--- src/rtl/spi_rdid_capture_pkg.sv ---
// Shared definitions for the SPI flash RDID capture block.
// Holds the RDID opcode, the JEDEC ID field widths, the default expected ID,
// the capture FSM state encoding and a small helper for width sizing.
package spi_rdid_capture_pkg;

    localparam logic [7:0] RDID_OPCODE = 8'h9F;

    // JEDEC ID layout: manufacturer, memory type, capacity (MSB first on MISO)
    localparam int MFR_W  = 8;
    localparam int TYPE_W = 8;
    localparam int CAP_W  = 8;
    localparam int ID_W   = MFR_W + TYPE_W + CAP_W;

    localparam logic [ID_W-1:0] DEFAULT_EXPECTED_ID = 24'h20BA18;

    typedef enum logic [2:0] {
        ST_IDLE    = 3'd0,
        ST_CMD     = 3'd1,
        ST_DATA    = 3'd2,
        ST_DONE    = 3'd3,
        ST_WAIT_CS = 3'd4
    } rdid_state_t;

    function automatic int max2(input int a, input int b);
        return (a > b) ? a : b;
    endfunction

endpackage

--- src/rtl/spi_rdid_capture_if.sv ---
// SPI flash bus as seen by the RDID monitor.
// Signals: spi_sclk (SPI clock), spi_cs_n (chip select, active low),
//          spi_miso (flash data out).
// master: the side driving the bus (SPI master + flash data).
// slave : a passive observer such as spi_rdid_capture.
interface spi_rdid_capture_if;

    logic spi_sclk;
    logic spi_cs_n;
    logic spi_miso;

    modport master (output spi_sclk, output spi_cs_n, output spi_miso);
    modport slave  (input  spi_sclk, input  spi_cs_n, input  spi_miso);

endinterface

--- src/rtl/spi_rdid_capture_sync_edge_detect.sv ---
// Multi-flop synchronizer with rise/fall pulse detection.
// Ports: clk, reset_n (async active-low), din (asynchronous input),
//        level (synchronized level), rise/fall (one-clk edge pulses).
// RESET_VAL is the idle level of the line; all flops reset to it.
module spi_rdid_capture_sync_edge_detect #(
    parameter int   SYNC_STAGES = 2,
    parameter logic RESET_VAL   = 1'b0
) (
    input  logic clk,
    input  logic reset_n,
    input  logic din,
    output logic level,
    output logic rise,
    output logic fall
);

    logic [SYNC_STAGES-1:0] sync_q;
    logic                   prev_q;
    // Marks when sync_q and prev_q hold real samples rather than reset
    // values, so a line already at its active level when reset is released
    // does not produce a spurious edge.
    logic [SYNC_STAGES:0]   primed_q;

    always_ff @(posedge clk or negedge reset_n) begin
        if (!reset_n) begin
            sync_q   <= {SYNC_STAGES{RESET_VAL}};
            prev_q   <= RESET_VAL;
            primed_q <= '0;
        end else begin
            sync_q   <= {sync_q[SYNC_STAGES-2:0], din};
            prev_q   <= sync_q[SYNC_STAGES-1];
            primed_q <= {primed_q[SYNC_STAGES-1:0], 1'b1};
        end
    end

    assign level = sync_q[SYNC_STAGES-1];
    assign rise  = primed_q[SYNC_STAGES] &  level & ~prev_q;
    assign fall  = primed_q[SYNC_STAGES] & ~level &  prev_q;

endmodule

--- src/rtl/spi_rdid_capture.sv ---
// Passive SPI flash RDID (0x9F) monitor.
// Skips the instruction phase, captures the DATA_BITS-bit JEDEC ID from MISO
// (MSB first, sampled on SCLK rising edges) and compares it to EXPECTED_ID.
// Ports: clk, reset_n (async active-low), bus (SPI bus, slave modport),
//        id_data (last captured ID), id_valid (one-clk capture pulse),
//        id_match (id_data == EXPECTED_ID, cleared at frame start),
//        frame_error (one-clk pulse on early chip-select release),
//        busy (registered state != IDLE).
module spi_rdid_capture
    import spi_rdid_capture_pkg::*;
#(
    parameter int                   CMD_BITS    = 8,
    parameter int                   DATA_BITS   = ID_W,
    parameter logic [DATA_BITS-1:0] EXPECTED_ID = DEFAULT_EXPECTED_ID,
    parameter int                   SYNC_STAGES = 2
) (
    input  logic                 clk,
    input  logic                 reset_n,
    spi_rdid_capture_if.slave    bus,
    output logic [DATA_BITS-1:0] id_data,
    output logic                 id_valid,
    output logic                 id_match,
    output logic                 frame_error,
    output logic                 busy
);

    localparam int CNT_W = $clog2(max2(CMD_BITS, DATA_BITS) + 1);

    logic sclk_level_unused, sclk_rise, sclk_fall_unused;
    logic cs_level_unused, cs_rise, cs_fall;
    logic miso_s, miso_rise_unused, miso_fall_unused;

    // Equal-depth synchronizers keep MISO aligned with the SCLK edge
    spi_rdid_capture_sync_edge_detect #(.SYNC_STAGES(SYNC_STAGES), .RESET_VAL(1'b0)) u_sync_sclk (
        .clk(clk), .reset_n(reset_n), .din(bus.spi_sclk),
        .level(sclk_level_unused), .rise(sclk_rise), .fall(sclk_fall_unused)
    );

    spi_rdid_capture_sync_edge_detect #(.SYNC_STAGES(SYNC_STAGES), .RESET_VAL(1'b1)) u_sync_cs (
        .clk(clk), .reset_n(reset_n), .din(bus.spi_cs_n),
        .level(cs_level_unused), .rise(cs_rise), .fall(cs_fall)
    );

    spi_rdid_capture_sync_edge_detect #(.SYNC_STAGES(SYNC_STAGES), .RESET_VAL(1'b0)) u_sync_miso (
        .clk(clk), .reset_n(reset_n), .din(bus.spi_miso),
        .level(miso_s), .rise(miso_rise_unused), .fall(miso_fall_unused)
    );

    rdid_state_t          state;
    logic [CNT_W-1:0]     bit_cnt;
    logic [DATA_BITS-1:0] shift_reg;

    always_ff @(posedge clk or negedge reset_n) begin
        if (!reset_n) begin
            state       <= ST_IDLE;
            bit_cnt     <= '0;
            shift_reg   <= '0;
            id_data     <= '0;
            id_valid    <= 1'b0;
            id_match    <= 1'b0;
            frame_error <= 1'b0;
            busy        <= 1'b0;
        end else begin
            id_valid    <= 1'b0;
            frame_error <= 1'b0;
            busy        <= (state != ST_IDLE);

            case (state)
                ST_IDLE: begin
                    if (cs_fall) begin
                        state     <= ST_CMD;
                        bit_cnt   <= '0;
                        id_match  <= 1'b0;
                        shift_reg <= '0;
                    end
                end

                // cs_rise is tested first so a coincident SCLK edge is not counted
                ST_CMD: begin
                    if (cs_rise) begin
                        frame_error <= 1'b1;
                        state       <= ST_IDLE;
                    end else if (sclk_rise) begin
                        if (bit_cnt == CNT_W'(CMD_BITS - 1)) begin
                            bit_cnt <= '0;
                            state   <= ST_DATA;
                        end else begin
                            bit_cnt <= bit_cnt + CNT_W'(1);
                        end
                    end
                end

                ST_DATA: begin
                    if (cs_rise) begin
                        frame_error <= 1'b1;
                        state       <= ST_IDLE;
                    end else if (sclk_rise) begin
                        shift_reg <= {shift_reg[DATA_BITS-2:0], miso_s};
                        if (bit_cnt == CNT_W'(DATA_BITS - 1)) begin
                            bit_cnt <= '0;
                            state   <= ST_DONE;
                        end else begin
                            bit_cnt <= bit_cnt + CNT_W'(1);
                        end
                    end
                end

                // A chip-select release landing exactly here would otherwise be
                // missed by WAIT_CS and stall the monitor until the next frame.
                ST_DONE: begin
                    id_data  <= shift_reg;
                    id_valid <= 1'b1;
                    id_match <= (shift_reg == EXPECTED_ID);
                    state    <= cs_rise ? ST_IDLE : ST_WAIT_CS;
                end

                ST_WAIT_CS: begin
                    if (cs_rise) begin
                        state <= ST_IDLE;
                    end
                end

                default: state <= ST_IDLE;
            endcase
        end
    end

endmodule
--- src/flat_wrapper.sv ---
// flat-port wrapper written by rule: the top's interface ports become plain ports
module spi_rdid_capture_flat import spi_rdid_capture_pkg::*;
#(
    parameter int                   CMD_BITS    = 8,
    parameter int                   DATA_BITS   = ID_W,
    parameter logic [DATA_BITS-1:0] EXPECTED_ID = DEFAULT_EXPECTED_ID,
    parameter int                   SYNC_STAGES = 2
)
  (clk, reset_n, id_data, id_valid, id_match, frame_error, busy, bus_spi_sclk, bus_spi_cs_n, bus_spi_miso);
  spi_rdid_capture_if bus_i ();
  input  logic clk;
  input  logic reset_n;
  output logic [DATA_BITS-1:0] id_data;
  output logic id_valid;
  output logic id_match;
  output logic frame_error;
  output logic busy;
  input wire logic [$bits(bus_i.spi_sclk)-1:0] bus_spi_sclk;
  input wire logic [$bits(bus_i.spi_cs_n)-1:0] bus_spi_cs_n;
  input wire logic [$bits(bus_i.spi_miso)-1:0] bus_spi_miso;
  assign bus_i.spi_sclk = bus_spi_sclk;
  assign bus_i.spi_cs_n = bus_spi_cs_n;
  assign bus_i.spi_miso = bus_spi_miso;
  spi_rdid_capture #(.CMD_BITS(CMD_BITS), .DATA_BITS(DATA_BITS), .EXPECTED_ID(EXPECTED_ID), .SYNC_STAGES(SYNC_STAGES)) u_core (.clk(clk), .reset_n(reset_n), .bus(bus_i), .id_data(id_data), .id_valid(id_valid), .id_match(id_match), .frame_error(frame_error), .busy(busy));
endmodule
--- config.mk ---
export PLATFORM = sky130hd
export DESIGN_NAME = spi_rdid_capture_flat
export DESIGN_NICKNAME = d
export VERILOG_FILES = /design/src/rtl/spi_rdid_capture_pkg.sv /design/src/rtl/spi_rdid_capture_if.sv /design/src/rtl/spi_rdid_capture_sync_edge_detect.sv /design/src/rtl/spi_rdid_capture.sv /design/src/flat_wrapper.sv
export SDC_FILE = /design/constraint.sdc
export NUM_CORES = 1
export LEC_CHECK = 0
export CAP_MARGIN = 5
export CORE_MARGIN = 2
export CORE_UTILIZATION = 35
export CTS_CLUSTER_DIAMETER = 120
export CTS_CLUSTER_SIZE = 30
export DETAILED_ROUTE_END_ITERATION = 16
export GPL_TIMING_DRIVEN = 0
export PLACE_DENSITY_LB_ADDON = 0.08
export SLEW_MARGIN = 10
export SYNTH_ARGS = -nofsm -noshare
export SYNTH_HDL_FRONTEND = slang
export SYNTH_SLANG_ARGS = --single-unit
--- constraint.sdc ---
create_clock -name clk -period 2 [get_ports clk]
set_clock_uncertainty 0.05 [all_clocks]
set_input_delay 0.2 -clock clk [delete_from_list [all_inputs] [get_ports clk]]
set_output_delay 0.2 -clock clk [all_outputs]
set_load 0.005 [all_outputs]
# [Yosys cells after proc, flatten, opt, wreduce, memory -nomap -nowiden]
# Index checks and enable logic that the tools add are counted.
[word_totals] input_bits=5 ff_bits=74
[classes] reduce_logical=10 n_bitwise=9 n_eq_ne=17 muxes=27 add_sub_neg=1
[op_table] cell="2-to-1 mux 24 bit" n=3
[op_table] cell="one-hot mux 24 bit (2 select lines)" n=1
[op_table] cell="2-to-1 mux 5 bit" n=7
[op_table] cell="2-to-1 mux 3 bit" n=9
[op_table] cell="== test 24 x 22 -> 1 bit (second input constant)" n=1
[op_table] cell="one-hot mux 3 bit (5 select lines)" n=1
[op_table] cell="one-hot mux 5 bit (3 select lines)" n=1
[op_table] cell="inequality test 3 x 1 -> 1 bit (second input constant)" n=4
[op_table] cell="AND reduction 6 bit" n=2
[op_table] cell="inequality test 2 x 1 -> 1 bit (second input constant)" n=4
[op_table] cell="AND 1 bit" n=6
[op_table] cell="== test 3 x 2 -> 1 bit (second input constant)" n=2
[op_table] cell="nonzero test 3 bit" n=2
[op_table] cell="adder 5 x 1 -> 5 bit (second input constant)" n=1
[op_table] cell="== test 5 x 3 -> 1 bit (second input constant)" n=1
[op_table] cell="== test 5 bit (second input constant)" n=1
[op_table] cell="2-to-1 mux 1 bit" n=4
[op_table] cell="inequality test 2 bit (second input constant)" n=2
[op_table] cell="AND reduction 4 bit" n=1
[op_table] cell="nonzero test 2 bit" n=2
[op_table] cell="== test 3 x 1 -> 1 bit (second input constant)" n=1
[op_table] cell="== test 3 bit (second input constant)" n=1
[op_table] cell="logical NOT 3 bit" n=1
[op_table] cell="NOT 1 bit" n=3
[op_table] cell="3 further kinds" n=3

# [Depth between registers and ports, before layout]
[logic_depth] ltp_word=5 depth_mapped=6

# [Hierarchy]
# Synthesis repeated with hierarchy kept, for this count alone.
[unflattened] cells_unflattened=257 area_unflattened_um2=2976.6
[by_module_without_submodules] module="spi_rdid_capture" area_per_inst_um2=2458.6 seq_area_each_um2=1501.4 n_inst=1 cells_per_inst=230
[by_module_without_submodules] module="spi_rdid_capture_sync_edge_detect (u_core.u_sync_miso ...)" area_per_inst_um2=171.4 seq_area_each_um2=150.1 n_inst=2 cells_per_inst=9
[by_module_without_submodules] module="spi_rdid_capture_sync_edge_detect (u_core.u_sync_cs)" area_per_inst_um2=175.2 seq_area_each_um2=153.9 n_inst=1 cells_per_inst=9

# [Worst setup path after synthesis]
# Ideal clock, no wire load.
[synth_timing] path_kind="register to register" startpoint="reg u_core.bit_cnt[0]" endpoint="reg u_core.bit_cnt[4]" arrival_ns=1.529 path_stages_with_launch=6 t_required_ns=1.885 n_path_buf=0 setup_time_ns=0.065 slack_ns=0.356 cell_sequence="dfrtp_1 > ha_1 > and2_1 > a311oi_4 > nor3b_2 > a22o_1"
[synth_via] elab_chain_cells=5 elab_cells_between_ends=10 cone_classes="add/sub: 1; eq/ne: 2; mux: 7"
[synth_rtl] item="start: declaration" line_no="spi_rdid_capture.sv:50" source="logic [CNT_W-1:0] bit_cnt;"
[synth_rtl] item="start signal: assignment" line_no="spi_rdid_capture.sv:88" source="bit_cnt <= bit_cnt + CNT_W'(1);"
[synth_rtl] item="start signal: assignment" line_no="spi_rdid_capture.sv:103" source="bit_cnt <= bit_cnt + CNT_W'(1);"
[synth_rtl] item="adder 5 x 1 -> 5 bit (tied with other cells)" line_no="spi_rdid_capture.sv:88, spi_rdid_capture.sv:103"
[synth_rtl] item="2-to-1 mux 5 bit (on tied branches)" line_no="spi_rdid_capture.sv:99, spi_rdid_capture.sv:84"
[synth_rtl] item="2-to-1 mux 5 bit (on tied branches)" line_no="spi_rdid_capture.sv:97, spi_rdid_capture.sv:83"
[synth_rtl] item="2-to-1 mux 5 bit (on tied branches)" line_no="spi_rdid_capture.sv:94, spi_rdid_capture.sv:80"
[synth_rtl] item="one-hot mux 5 bit (3 select lines) (*)" line_no="spi_rdid_capture.sv:68" source="case (state)"
# Every way passes the cells marked *; elsewhere a longest branch is shown, timed or not. The select of a mux whose other input is x is not followed.
# A chain may end at the register's enable or synchronous reset.

# [Worst setup path in the final report]
[layout_timing] startpoint="reg u_core.u_sync_cs.prev_q" endpoint="reg u_core.bit_cnt[0]"
[layout_via] elab_chain_cells=4 elab_cells_between_ends=7 cone_classes="eq/ne: 3; bitwise: 3; reduce/logical: 1"
[layout_rtl] item="start: declaration" line_no="spi_rdid_capture_sync_edge_detect.sv:18" source="logic prev_q;"
[layout_rtl] item="start signal: assignment" line_no="spi_rdid_capture_sync_edge_detect.sv:31" source="prev_q <= sync_q[SYNC_STAGES-1];"
[layout_rtl] item="NOT 1 bit" line_no="spi_rdid_capture_sync_edge_detect.sv:37" source="assign rise = primed_q[SYNC_STAGES] & level & ~prev_q;"
[layout_rtl] item="AND 1 bit" line_no="spi_rdid_capture_sync_edge_detect.sv:37"
[layout_rtl] item="inequality test 2 bit (no source line)"
[layout_rtl] item="AND reduction 6 bit (no source line) (*)"
# Every way passes the cells marked *; elsewhere a longest branch is shown, timed or not.

==> out/results.ini <==
[run_status]
status=complete, no violations

[routing]
drc_errors=0
antenna_left=0
vias=1788
drtIter0Drc=74
drtPass1Iterations=4
drt-vias-per-instance=4.98
wl_per_cell_um=14.3
drt_wl_total_um=5150

[placement]
gp_congestion=0.836
dpl_cell_area_um2=3340
pre_cts_ws_ns=0.159
hpwlAfterDp_um=3450
io_buffers=32

[synthesis]
syn_nets=213
synth_largest_area_cell=dfrtp_1
syn_area_um2=2860
ys_seq_area_share_pct=62.2
post-synth-top-count-cell=dfrtp_1
synth_async_sr_flop_share_pct=100
ys_top_cells_by_count=dfrtp_1, a22o_1, mux2_2, nand2_1, buf_2
synth_seq_cells=71
synthDistinctLibCells=49
avgSynthCellArea_um2=13.8
synth_top_area_share_pct=59.4
synth_top_flop_cell=dfrtp_1
synth-edff-count=0
synth_warnings=0
yosys-top-cells-area=dfrtp_1, mux2_2, a22o_1, dfstp_2, nand2_1
synth_cells=207

[min_path]
hold_path_end=u_core.u_sync_cs.sync_q[0]
min-delay-start=bus_spi_cs_n
hp-class=input port to flip-flop
min_path_cells=1

[die]
core_um2=7850
die_x_um=94.5
dieArea_um2=8920
num_rows=32
initial_core_util_pct=36.5
dieHeight_um=94.5
ioPinCount=33

[sta]
finalSetupViolCount=0
hold_viol=0
final_max_slew_viol_count=0
worst_slack_ns=0.201
rsz0062_at_grt=no
max_freq_ghz=0.556
period_needed_ns=1.80
fin_tns_setup_ns=0
hold_slack_ns=0.214
finalCritPeriodShare_pct=90.0

[layout]
ff_latch_area_um2=1780
n_antenna_cell=0
fin_area_um2=3570
multiInputGateArea_um2=998
area_growth_pct=24.6
fillers=767
drive_gt1_share_pct=23.7
nets=258

[clock_network]
clk_latency_ns=0.34
clk_pin_slew_worst_paths_ns=0.08
post_cts_buffers=0
cts.sink_count=71
htreeDepth=3
numCtsBuffers=9
cts_tree=built
clock_path_buffers=2
root_buffer=clkbuf_8

[critical_path]
start_kind=flip-flop
rr_startpoint=u_core.u_sync_cs.prev_q
r2r-end=u_core.bit_cnt[0]
cp_max_fo=6
crit_chain=nand2b_1, nand3_1, a21oi_2, mux2_2
regToRegSetupSlack_ns=0.20
r2r_cells=4
critPathKind=flip-flop to flip-flop
endpoint_kind=flip-flop
crit_slowest_cell=dfstp_2
crit_path_max_incr_delay_ns=0.55
cp.arrival_ns=1.97
cp.required_ns=2.17

[global_routing]
grt_max_degree=54
grt_pass1_wl_um=8950
antenna_found_initial=0
overflow=0
grt_usage_pct=13.1
grt_pass1_vias=1799

[power_and_ir_drop]
total_power_w=0.00340
p_per_area_nw_per_um2=954
leakagePower_nw=1.65
ir_drop_mv=0.538

[job]
maxCapViolCount=0

-- power breakdown --
part	total [W]	switching (W)	internal, W
Combinational	0.000579	0.000317	0.000262
Clock	0.00126	0.000526	0.000737
Sequential	0.00156	0.0000480	0.00151
Total	0.00340	0.000891	0.00251
-- stage by stage --
step / util [%] / std cells
6_report: 45.5 / 359
5_1_grt: 45.5 / 359
4_1_cts: 45.5 / 359
3_5_place_dp: 42.5 / 342
3_3_place_gp: 42.2 / 341
2_1_floorplan: - / 207
-- critical path: cells and delay by family (launching register included) --
family,cells,cell delay (ns)
flops,1,0.55
compound gates,1,0.29
simple gates,2,0.43
mux,1,0.36
-- area by class of cell --
| class | instances | share of cell area (%) |
|---|---|---|
| Buffer | 10 | 1.65 |
| Timing Repair Buffer | 34 | 9.95 |
| Multi-Input combinational cell | 119 | 28.0 |
| Sequential cell | 71 | 49.9 |
| Clock buffer | 11 | 3.96 |
| Inverter | 7 | 0.736 |
| Clock inverter | 5 | 2.28 |
| Tap cell | 102 | 3.58 |
-- routing by layer --
| layer | wire length [µm] | up-vias | GRT usage, % | part of all wire (%) |
|---|---|---|---|---|
| met4 | 58 | 0 | 3.62 | 1.1 |
| li1 | - | 849 | - | - |
| met5 | 0 | - | 0 | 0 |
| met3 | 214 | 7 | 5.27 | 4.2 |
| met2 | 2200 | 32 | 18.7 | 43 |
| met1 | 2670 | 900 | 18.4 | 52 |
-- worst max-delay path by stage --
stage                              to               startpoint  cells after the start  slack, ns
finish              u_core.bit_cnt[0]  u_core.u_sync_cs.prev_q                      4       0.20
global route        u_core.bit_cnt[3]        u_core.bit_cnt[0]                      5       0.08
CTS                 u_core.bit_cnt[4]        u_core.bit_cnt[0]                      5       0.15
detailed placement  u_core.bit_cnt[4]        u_core.bit_cnt[0]                      5       0.16
global placement    u_core.id_data[8]                  reset_n                      1      -1.87
floorplan           u_core.bit_cnt[4]        u_core.bit_cnt[0]                      5       0.36
-- placed cells by master, fill, tap and decap left out, types with 2 or more instances in the layout --
cell and count:
dfrtp_1 68, clkdlybuf4s50_1 31, mux2_2 25, a22o_1 25, nand2_1 11, clkbuf_8 10, buf_2 8, inv_1 7
nor2_1 6, nor2b_1 3, nand3_1 3, nor4b_1 3, dfstp_2 3, buf_4 2, and2_1 2, nand4b_1 2
a21oi_1 2, nand2b_1 2, and3b_1 2, nor4_1 2, o21ai_0 2, bufinv_16 2
-- logic make-up (layout without fill, tap and decap cells) --
| family | count (synthesis) | after routing | synth area share, % |
|---|---|---|---|
| flip-flops | 71 | 71 | 62.2 |
| AO/OA/AOI/OAI | 46 | 46 | 14.2 |
| AND/OR/NAND/NOR | 43 | 43 | 8.69 |
| multiplexers | 26 | 26 | 10.2 |
| buffers and inverters | 17 | 67 | 2.97 |
| XOR/XNOR | 2 | 2 | 1.27 |
| adder cells (fa/ha/maj) | 1 | 1 | 0.437 |
| other | 1 | 1 | 0.131 |
-- what timing repair did --
item	CTS	global route
endpoints found under the hold margin	18	0
hold buffers	1	0
gates resized for setup	0	0
endpoints found under the setup margin	0	1
Note: power is estimated with default switching activity, not from simulation.
==> variant (config.mk and constraints unchanged) <==
`SYNC_STAGES` is set to 2 in 3 places; all go to 4.
--- a/src/rtl/spi_rdid_capture_sync_edge_detect.sv
+++ b/src/rtl/spi_rdid_capture_sync_edge_detect.sv
@@ -5,3 +5,3 @@
 module spi_rdid_capture_sync_edge_detect #(
-    parameter int   SYNC_STAGES = 2,
+    parameter int   SYNC_STAGES = 4,
     parameter logic RESET_VAL   = 1'b0
--- a/src/rtl/spi_rdid_capture.sv
+++ b/src/rtl/spi_rdid_capture.sv
@@ -14,3 +14,3 @@
     parameter logic [DATA_BITS-1:0] EXPECTED_ID = DEFAULT_EXPECTED_ID,
-    parameter int                   SYNC_STAGES = 2
+    parameter int                   SYNC_STAGES = 4
 ) (
--- a/src/flat_wrapper.sv
+++ b/src/flat_wrapper.sv
@@ -6,3 +6,3 @@
     parameter logic [DATA_BITS-1:0] EXPECTED_ID = DEFAULT_EXPECTED_ID,
-    parameter int                   SYNC_STAGES = 2
+    parameter int                   SYNC_STAGES = 4
 )
Behaviour: not the same (a bounded check fails within 10 cycles, from zero or initial values and one cycle with reset_n low).
==> variant against the unedited design <==
Worst setup slack got worse by 0.11 ns; critical path depth up 2; final area grew 6.2%; wire length is 14% higher; via count is 14% higher; area after synthesis increased by 6.2%; sequential cell count is 8 higher.
Power is not compared: it rests on default switching activity, and its combinational part moved more than twofold at a synthesized area within 25%.
==> variant: results <==
metrics = {
    "placement": {
        "placed_cells": 405,
        "place.gp.congestion": 0.7900,
        "dp_hpwl_um": 3888,
        "place_ws_ns": 0.001665,
        "io_buffers": 32,
        "dpl_cell_area_sq_mm": 0.003522,
    },
    "setup_path": {
        "r2r_start": "u_core.u_sync_cs.prev_q$_DFF_PN1_",
        "reg2reg_to": "u_core.shift_reg[8]$_DFFE_PN0P_",
        "r2r_slack_ns": 0.09,
        "reg2reg_depth": 6,
        "worst-path-max-fanout": 10,
        "worst_setup_path_end_kind": "flop",
        "critPathTopFamily": "simple AND/OR/NAND/NOR gates",
        "crit_arrival_ns": 2.08,
        "max_stage_delay_ns": 0.54,
    },
    "synthesis": {
        "ys_types": 47,
        "syn_avg_cell_area_sq_um": 11.52,
        "synthesis.nets": 270,
        "async_flop_share_pct": 100.0,
        "synth_area_leaders": "dfrtp_1 61%, nand2_1 9.7%, a22o_1 6.9%, dfstp_2 4.3%, nand3_1 1.2%",
        "yosys-top-cells-count": "79 x nand2_1, 74 x dfrtp_1, 24 x a22o_1",
        "ys_seq_area_share_pct": 65.20,
    },
    "clocking": {
        "ctsHtreeMaxLevel": 3,
        "root_buffer": "clkbuf_8",
        "clock_path_buffers": 2,
        "clk_pin_slew_ns": 0.08,
    },
    "global_route": {
        "grt_max_degree": 49,
        "grt_pass1_wl_um": 10260,
        "grtUsageTotal_pct": 13.47,
        "grt_pass1_vias": 2036,
    },
    "status": {
        "run_status": "complete, no violations",
    },
    "die": {
        "rows": 34,
    },
    "final_layout": {
        "antenna_cells": 0,
        "fill_cells": 831,
        "regArea_sq_mm": 0.001983,
        "seq_share_pct": 52.31,
        "buf_share_pct": 11.75,
        "num-nonclk-buffers": 47,
        "nets": 316,
        "seq_cells": 79,
        "clkCellAreaFrac_pct": 5.875,
        "multiInputGateArea_sq_um": 978.4,
        "drive_gt1_share_pct": 12.06,
        "multi_input_gates": 166,
    },
    "route": {
        "vias_per_cell": 4.823,
        "routedWlPerCell_um": 13.82,
        "vias": 2040,
        "drtIter0Drc": 137,
    },
    "sta": {
        "timing.fmax_mhz": 524.6,
        "slew_headroom_pct": 66.55,
    },
    "power_and_ir_drop": {
        "p_int_mw": 2.502,
        "switching_share_pct": 22.46,
    },
}
## variant: cell types whose count changed in the layout (fill, tap and decap cells not counted), moves of 2 or more
cell	delta
o211ai_1	+2
dfstp_2	+2
buf_6	+3
a211o_1	+2
nand3_1	+4
or3b_2	+2
dfrtp_1	+6
buf_2	-5
nor2_1	-2
nand2_1	+68
clkbuf_1	+4
mux2_2	-25
## variant: timing repair
item / 4_1_cts / 5_1_grt
gates cloned: 0 / 0
gates resized for setup: 1 / 6
buffers inserted: 0 / 1
hold endpoints to repair: 26 / 0
hold buffers: 1 / 0
endpoints found under the setup margin: 1 / 40
## variant: cells by family after synthesis
logic type	share of synthesized area, %
AND/OR/NAND/NOR	18.59
flip-flops	65.20
AO/OA/AOI/OAI	11.35
buffers and inverters	3.373
multiplexers	0.6582
adder cells (fa/ha/maj)	0.4113
other	0.1233
XOR/XNOR	0.2880
## variant: worst min-delay path by stage
stage / start / end / slack (ns)
3_5_place_dp: reset_n / u_core.busy$_DFF_PN0_ / 0.13
6_report: bus_spi_cs_n / u_core.u_sync_cs.sync_q[0]$_DFF_PN1_ / 0.21
4_1_cts: bus_spi_cs_n / u_core.u_sync_cs.sync_q[0]$_DFF_PN1_ / 0.19
2_1_floorplan: reset_n / u_core.bit_cnt[0]$_DFFE_PN0P_ / -0.15
5_1_grt: bus_spi_cs_n / u_core.u_sync_cs.sync_q[0]$_DFF_PN1_ / 0.20
3_3_place_gp: u_core.u_sync_miso.sync_q[1]$_DFF_PN0_ / u_core.u_sync_miso.sync_q[2]$_DFF_PN0_ / 0.28
## variant: per-layer routing
layer | track usage [%] | vias up | routed length, um
met5 | 0 | - | 0
met4 | 4.167 | 0 | 76
met3 | 4.964 | 5 | 305
met2 | 19.39 | 46 | 2509
met1 | 19.05 | 989 | 2955
li1 | - | 1000 | -
